### config.mk
export PLATFORM = sky130hd
export DESIGN_NAME = fin_test_gen
export DESIGN_NICKNAME = d
export VERILOG_FILES = /design/src/rtl/fin_test_gen_pkg.sv /design/src/rtl/fin_test_chan.sv /design/src/rtl/fin_test_gen.sv
export SDC_FILE = /design/constraint.sdc
export NUM_CORES = 2
export LEC_CHECK = 0
export BUFFER_PORTS_ARGS = -buffer_cell sky130_fd_sc_hd__buf_4
export CAP_MARGIN = 15
export CORE_MARGIN = 2
export CORE_UTILIZATION = 60
export DETAILED_ROUTE_END_ITERATION = 10
export PLACE_DENSITY = 0.73
export SYNTH_ARGS = -nofsm -noshare
export SYNTH_HDL_FRONTEND = slang
export SYNTH_SLANG_ARGS = --single-unit
### constraint.sdc
create_clock -name clk_i -period 33 [get_ports clk_i]
set_clock_uncertainty 0.05 [all_clocks]
set_input_delay 1.65 -clock clk_i [delete_from_list [all_inputs] [get_ports clk_i]]
set_output_delay 1.65 -clock clk_i [all_outputs]
set_load 0.01 [all_outputs]
### src/rtl/fin_test_gen_pkg.sv
// rtl/fin_test_gen_pkg.sv - register map and CTRL bit layout shared by the Fin test-signal generator
package fin_test_gen_pkg;

    localparam logic [1:0] REG_CTRL = 2'd0;
    localparam logic [1:0] REG_HALF = 2'd1;
    localparam logic [1:0] REG_TAPS = 2'd2;
    localparam logic [1:0] REG_CNT  = 2'd3;

    localparam int CTRL_EN   = 0;
    localparam int CTRL_MODE = 1;
    localparam int CTRL_INV  = 2;

    localparam int TAPB_LSB  = 8;

    typedef enum logic {
        MODE_DIV = 1'b0,
        MODE_TAP = 1'b1
    } mode_e;

endpackage

### src/rtl/fin_test_chan.sv
// rtl/fin_test_chan.sv - one generator channel: config regs, half-period divider, tap-AND mux, output flops
module fin_test_chan
    import fin_test_gen_pkg::*;
#(
    parameter int DIV_W = 16,
    parameter int CNT_W = 32,
    parameter int TAP_W = 5
) (
    input  logic             clk,
    input  logic             rst_n,
    input  logic             sync,
    input  logic             we,
    input  logic [1:0]       reg_sel,
    input  logic [31:0]      wdat,
    input  logic [CNT_W-1:0] cnt,
    output logic [31:0]      rdat,
    output logic             fin,
    output logic             fin_n
);

    logic             en;
    logic             inv;
    mode_e            mode;
    logic [DIV_W-1:0] half_reg;
    logic [DIV_W-1:0] half_cur;
    logic [DIV_W-1:0] half_nxt;
    logic [DIV_W-1:0] div_cnt;
    logic [TAP_W-1:0] tap_a;
    logic [TAP_W-1:0] tap_b;
    logic             raw;
    logic             unused_wdat;

    assign unused_wdat = ^wdat;

    // half_cur is only refreshed at a reload so a running half-period finishes with its old length
    always_comb begin
        half_nxt = half_reg;
        if (we && reg_sel == REG_HALF) begin
            half_nxt = wdat[DIV_W-1:0];
        end
    end

    always_ff @(posedge clk or negedge rst_n) begin
        if (!rst_n) begin
            en       <= 1'b0;
            inv      <= 1'b0;
            mode     <= MODE_DIV;
            half_reg <= '0;
            tap_a    <= '0;
            tap_b    <= '0;
        end else if (we) begin
            case (reg_sel)
                REG_CTRL: begin
                    en   <= wdat[CTRL_EN];
                    mode <= mode_e'(wdat[CTRL_MODE]);
                    inv  <= wdat[CTRL_INV];
                end
                REG_HALF: half_reg <= wdat[DIV_W-1:0];
                REG_TAPS: begin
                    tap_a <= wdat[TAP_W-1:0];
                    tap_b <= wdat[TAPB_LSB +: TAP_W];
                end
                default: ;
            endcase
        end
    end

    always_ff @(posedge clk or negedge rst_n) begin
        if (!rst_n) begin
            div_cnt  <= '0;
            half_cur <= '0;
            raw      <= 1'b0;
        end else if (sync || !en) begin
            div_cnt  <= '0;
            half_cur <= half_nxt;
            raw      <= 1'b0;
        end else if (mode == MODE_TAP) begin
            div_cnt  <= '0;
            half_cur <= half_nxt;
            raw      <= cnt[tap_a] & cnt[tap_b];
        end else if (div_cnt == half_cur) begin
            div_cnt  <= '0;
            half_cur <= half_nxt;
            raw      <= ~raw;
        end else begin
            div_cnt  <= div_cnt + 1'b1;
        end
    end

    always_ff @(posedge clk or negedge rst_n) begin
        if (!rst_n) begin
            fin   <= 1'b0;
            fin_n <= 1'b1;
        end else begin
            fin   <= raw ^ inv;
            fin_n <= ~(raw ^ inv);
        end
    end

    always_comb begin
        rdat = '0;
        case (reg_sel)
            REG_CTRL: begin
                rdat[CTRL_EN]   = en;
                rdat[CTRL_MODE] = (mode == MODE_TAP);
                rdat[CTRL_INV]  = inv;
            end
            REG_HALF: rdat[DIV_W-1:0] = half_reg;
            REG_TAPS: begin
                rdat[TAP_W-1:0]         = tap_a;
                rdat[TAPB_LSB +: TAP_W] = tap_b;
            end
            default: ;
        endcase
    end

endmodule

### src/rtl/fin_test_gen.sv
// rtl/fin_test_gen.sv - multi-channel Fin test-signal generator: tap counter, register decode, read mux, ack
module fin_test_gen
    import fin_test_gen_pkg::*;
#(
    parameter  int CHANNELS = 12,
    parameter  int DIV_W    = 16,
    parameter  int CNT_W    = 32,
    parameter  int TAP_W    = 5,
    localparam int CH_W     = (CHANNELS > 1) ? $clog2(CHANNELS) : 1,
    localparam int AW       = CH_W + 2
) (
    input  logic                clk_i,
    input  logic                rst_i,
    input  logic                sync_i,
    input  logic                cfg_we_i,
    input  logic                cfg_re_i,
    input  logic [AW-1:0]       cfg_addr_i,
    input  logic [31:0]         cfg_dat_i,
    output logic [31:0]         cfg_dat_o,
    output logic                cfg_ack_o,
    output logic [CHANNELS-1:0] fin_o,
    output logic [CHANNELS-1:0] fin_n_o
);

    logic [1:0]       rst_sync;
    logic             rst_n;
    logic [CNT_W-1:0] tap_cnt;
    logic [CH_W-1:0]  chan_idx;
    logic [1:0]       reg_sel;
    logic             chan_ok;
    logic [31:0]      ch_rdat [CHANNELS];
    logic [31:0]      rd_mux;

    // reset drops asynchronously but is released only on a clock edge
    always_ff @(posedge clk_i or negedge rst_i) begin
        if (!rst_i) begin
            rst_sync <= 2'b00;
        end else begin
            rst_sync <= {rst_sync[0], 1'b1};
        end
    end
    assign rst_n = rst_sync[1];

    always_ff @(posedge clk_i or negedge rst_n) begin
        if (!rst_n) begin
            tap_cnt <= '0;
        end else if (sync_i) begin
            tap_cnt <= '0;
        end else begin
            tap_cnt <= tap_cnt + 1'b1;
        end
    end

    assign chan_idx = cfg_addr_i[AW-1:2];
    assign reg_sel  = cfg_addr_i[1:0];
    assign chan_ok  = int'(chan_idx) < CHANNELS;

    for (genvar g = 0; g < CHANNELS; g++) begin : g_chan
        fin_test_chan #(
            .DIV_W (DIV_W),
            .CNT_W (CNT_W),
            .TAP_W (TAP_W)
        ) u_chan (
            .clk     (clk_i),
            .rst_n   (rst_n),
            .sync    (sync_i),
            .we      (cfg_we_i && chan_idx == CH_W'(g)),
            .reg_sel (reg_sel),
            .wdat    (cfg_dat_i),
            .cnt     (tap_cnt),
            .rdat    (ch_rdat[g]),
            .fin     (fin_o[g]),
            .fin_n   (fin_n_o[g])
        );
    end

    always_comb begin
        rd_mux = '0;
        for (int i = 0; i < CHANNELS; i++) begin
            if (chan_idx == CH_W'(i)) begin
                rd_mux = ch_rdat[i];
            end
        end
        if (reg_sel == REG_CNT) begin
            rd_mux = chan_ok ? 32'(tap_cnt) : 32'd0;
        end
    end

    // a write sharing the cycle with a read suppresses the read data update
    always_ff @(posedge clk_i or negedge rst_n) begin
        if (!rst_n) begin
            cfg_ack_o <= 1'b0;
            cfg_dat_o <= '0;
        end else begin
            cfg_ack_o <= cfg_we_i | cfg_re_i;
            if (cfg_re_i && !cfg_we_i) begin
                cfg_dat_o <= rd_mux;
            end
        end
    end

endmodule

==> run metrics <==
DR pass1 iterations 11; worst vdd ir a little under 0.06 mV; Die Wd between 200 and 300 um; Sequential Power Share between 40% and 50%; Area Growth Syn to Fin 8.54%; CP Launch Type input pin; Num CTS Buffers 89; Yosys cell types 71; filler cell count around 5700; Mapped Avg Cell Area around 12 um2; crit path kind in2reg; failing checks capacitance limit, slew limit; crit-path cells buf_4, inv_1, ha_4, buf_4, a222oi_1, nor2b_1, a21oi_1, a21oi_1, a2111oi_0, o31a_1; # setup viols final 0; GR Overflow Total 0; 1st-iter DRT viols approximately 4500; Setup Buffers After CTS 0; slowest cell on the critical path a2111oi_0; antenna violations before repair 10; LEAKAGE between 0.02 and 0.025 uW; Max Slew Vio Count 1; Die Y 279 um; CP Launch Point cfg_addr_i[1]; IO buf count between 80 and 90; Worst-Skew Late Latency roughly 0.67 ns; Gate power share 13.7%; # DRC 0; WL met1 around 52000 um; Total GRT Usage a little over a third; setup TNS 0 ns; vias per cell just under 7; Top FF cell, synth dfrtp_1; Max-Cap Viols 1; CP Capture Type register; remaining antenna violation count 0; path type of the worst min-delay path reg2reg; Final Net Count 3791; status complete, but fails checks; CP arrival 5.25 ns; slowest stage delay, CP between 1 and 1.5 ns; I/O pin count 100; RSZ-0062 raised after global routing no; pwr dens between 50 and 60 mW/mm2; Clock Tree Buf Depth 3; Async S/R FF share, synth 100%; die area about 0.078 mm2; Fmax roughly 210 MHz; clock share of power 39.5%; post-route minimum period 4.71 ns; post_cts resized 0; worst r2r src rst_sync[1]; Top Metal Used met5; Critical R2R Capture g_chan[5].u_chan.half_reg[11]; WL per Instance between 20 and 30 um; synth warn 0; Register Area roughly 0.021 mm2; Internal Power roughly 2000 uW; crit-path leading delay family compound AO/OA/AOI/OAI gates; syn_nets 3908; largest net degree at the start of global routing roughly 160; Yosys reg bits 835; Initial Util around three fifths; Bufs and invs on worst path 3; Root Buffer clkbuf_16; clock tree sinks between 800 and 900; clock-pin slew of the registers on the worst-case setup and hold paths 0.07 ns; core area around 0.075 mm2; Final Cell Area around 0.05 mm2; Seq/Total Area, Yosys 46.2%; Syn Std Cell Area ~0.045 mm2; total number of vias ~32000; Worst EP required 33.54 ns; Post-synth EDFFs 0; combined area of the multi-input logic cells between 0.02 and 0.025 mm2; fin util about two thirds; H-tree Lvls 3; RePlAce Congestion 1.03; worst slew pin tran 1.56 ns; switch share 27.6%; critical path depth 10; global-route wire length before repair 204000 um; Critical Path End cfg_dat_o[2]; Tcrit/Tclk final between 10 and 15%; final WL about 130000 um; Crit Path Max Fanout between 40 and 50; vias in the first global route between 30000 and 40000; area post-placement around 0.046 mm2; CTS tree done; DP HPWL about 85000 um; synthesized instance count between 3000 and 4000; hold bufs inserted after CTS 0; fraction of layout cells with a size suffix above 1 about 27%; r2r setup slk around 29 ns; # rows 100; WL met3 roughly 17000 um; Reg2Reg Depth 4; count of final hold-check violations 0; Worst slew margin -3.84%; Psw around 740 uW; met2 wire length 56700 um
-- placed cells by master, fill, tap and decap left out, types with 29 or more instances in the layout --
cell type,netlist,final
clkbuf_16,0,89
dfrtp_1,823,817
mux4_2,165,165
xnor2_1,257,257
nor2b_1,30,29
nand4_1,83,83
o21ai_0,41,41
mux2_4,39,39
nand3_1,145,145
buf_4,43,140
nor3_1,40,40
inv_1,44,44
a22oi_1,103,103
xor2_1,154,154
mux2i_1,103,103
nand2_1,195,195
o22ai_1,41,41
a31oi_1,29,29
a21oi_1,40,40
mux2_2,475,475
nor2_1,311,311
a222oi_1,29,29
-- worst register-to-register path, cell delays in order (launching register included) --
cell and delay [ns]:
dfrtp_4 0.93, buf_12 0.71, buf_4 0.92, buf_4 0.80, buf_4 0.87
-- layer usage --
metal	vias up	track usage, %
li1	13700	-
met4	12	19.6
met5	-	0.750
met1	16100	47.5
met2	2062	49.5
met3	593	12.6
-- cells in the mapped netlist (all sizes together), types with 40 or more instances --
cell type  instances  area share (%)
mux2             534              14
dfrtp            823              46
nor2             330             2.9
inv               44            0.37
mux4             165             8.2
a22oi            103             1.7
xor2             154             3.0
buf              170             2.1
nand3            150             1.7
nand2            198             1.7
o21ai             42            0.46
o22ai             41            0.57
nand4             83             1.1
xnor2            257             5.0
nor3              42            0.50
clkbuf           182             1.5
a21oi             40            0.44
mux2i            103             2.3
-- worst min-delay path by stage --
stage | from | endpoint | slack (ns) | cells past startpoint
4_1_cts | rst_sync[0] | rst_sync[1] | 0.30 | 0
2_1_floorplan | rst_sync[0] | rst_sync[1] | 0.28 | 0
3_5_place_dp | rst_sync[0] | rst_sync[1] | 0.29 | 0
6_report | rst_sync[0] | rst_sync[1] | 0.30 | 0
3_3_place_gp | rst_sync[0] | rst_sync[1] | 0.28 | 0
5_1_grt | rst_sync[0] | rst_sync[1] | 0.31 | 0
-- stage by stage --
stage	cells	hold slack (ns)	setup slack (ns)	power (uW)
floorplan	3848	0.281	7.97	1520
global placement	4607	0.284	28.08	1630
detailed placement	4607	0.288	28.00	1640
CTS	4773	0.302	28.49	2700
global route	4777	0.314	27.98	2790
finish	4785	0.299	28.29	2700
-- power by group through the flow --
stage	clock [uW]	combinational, uW	sequential, uW
after floorplan	0	303	1210
after global placement	0	356	1270
after detailed placement	0	362	1270
after CTS	1080	365	1260
after global routing	1120	396	1270
final	1060	370	1260
-- kinds of logic after synthesis --
group	share of synthesized area, %
buffers and inverters	4.03
adders and majority gates	0.470
other	0.00829
DFF	46.2
xor gates and xnor gates	7.96
and+or+nand+nor	10.9
AOI/OAI and AO/OA	6.23
muxes	24.1
-- cell type report --
type	count	share of cell area (%)
multi-input combinational	2617	45.9
sequential	835	42.6
clock buffer	127	5.22
tap	969	2.47
timing repair buffer	144	2.27
clock inverter	39	1.13
inverter	44	0.337
antenna	10	0.0510
No activity file was read; power rests on OpenSTA's default activity.
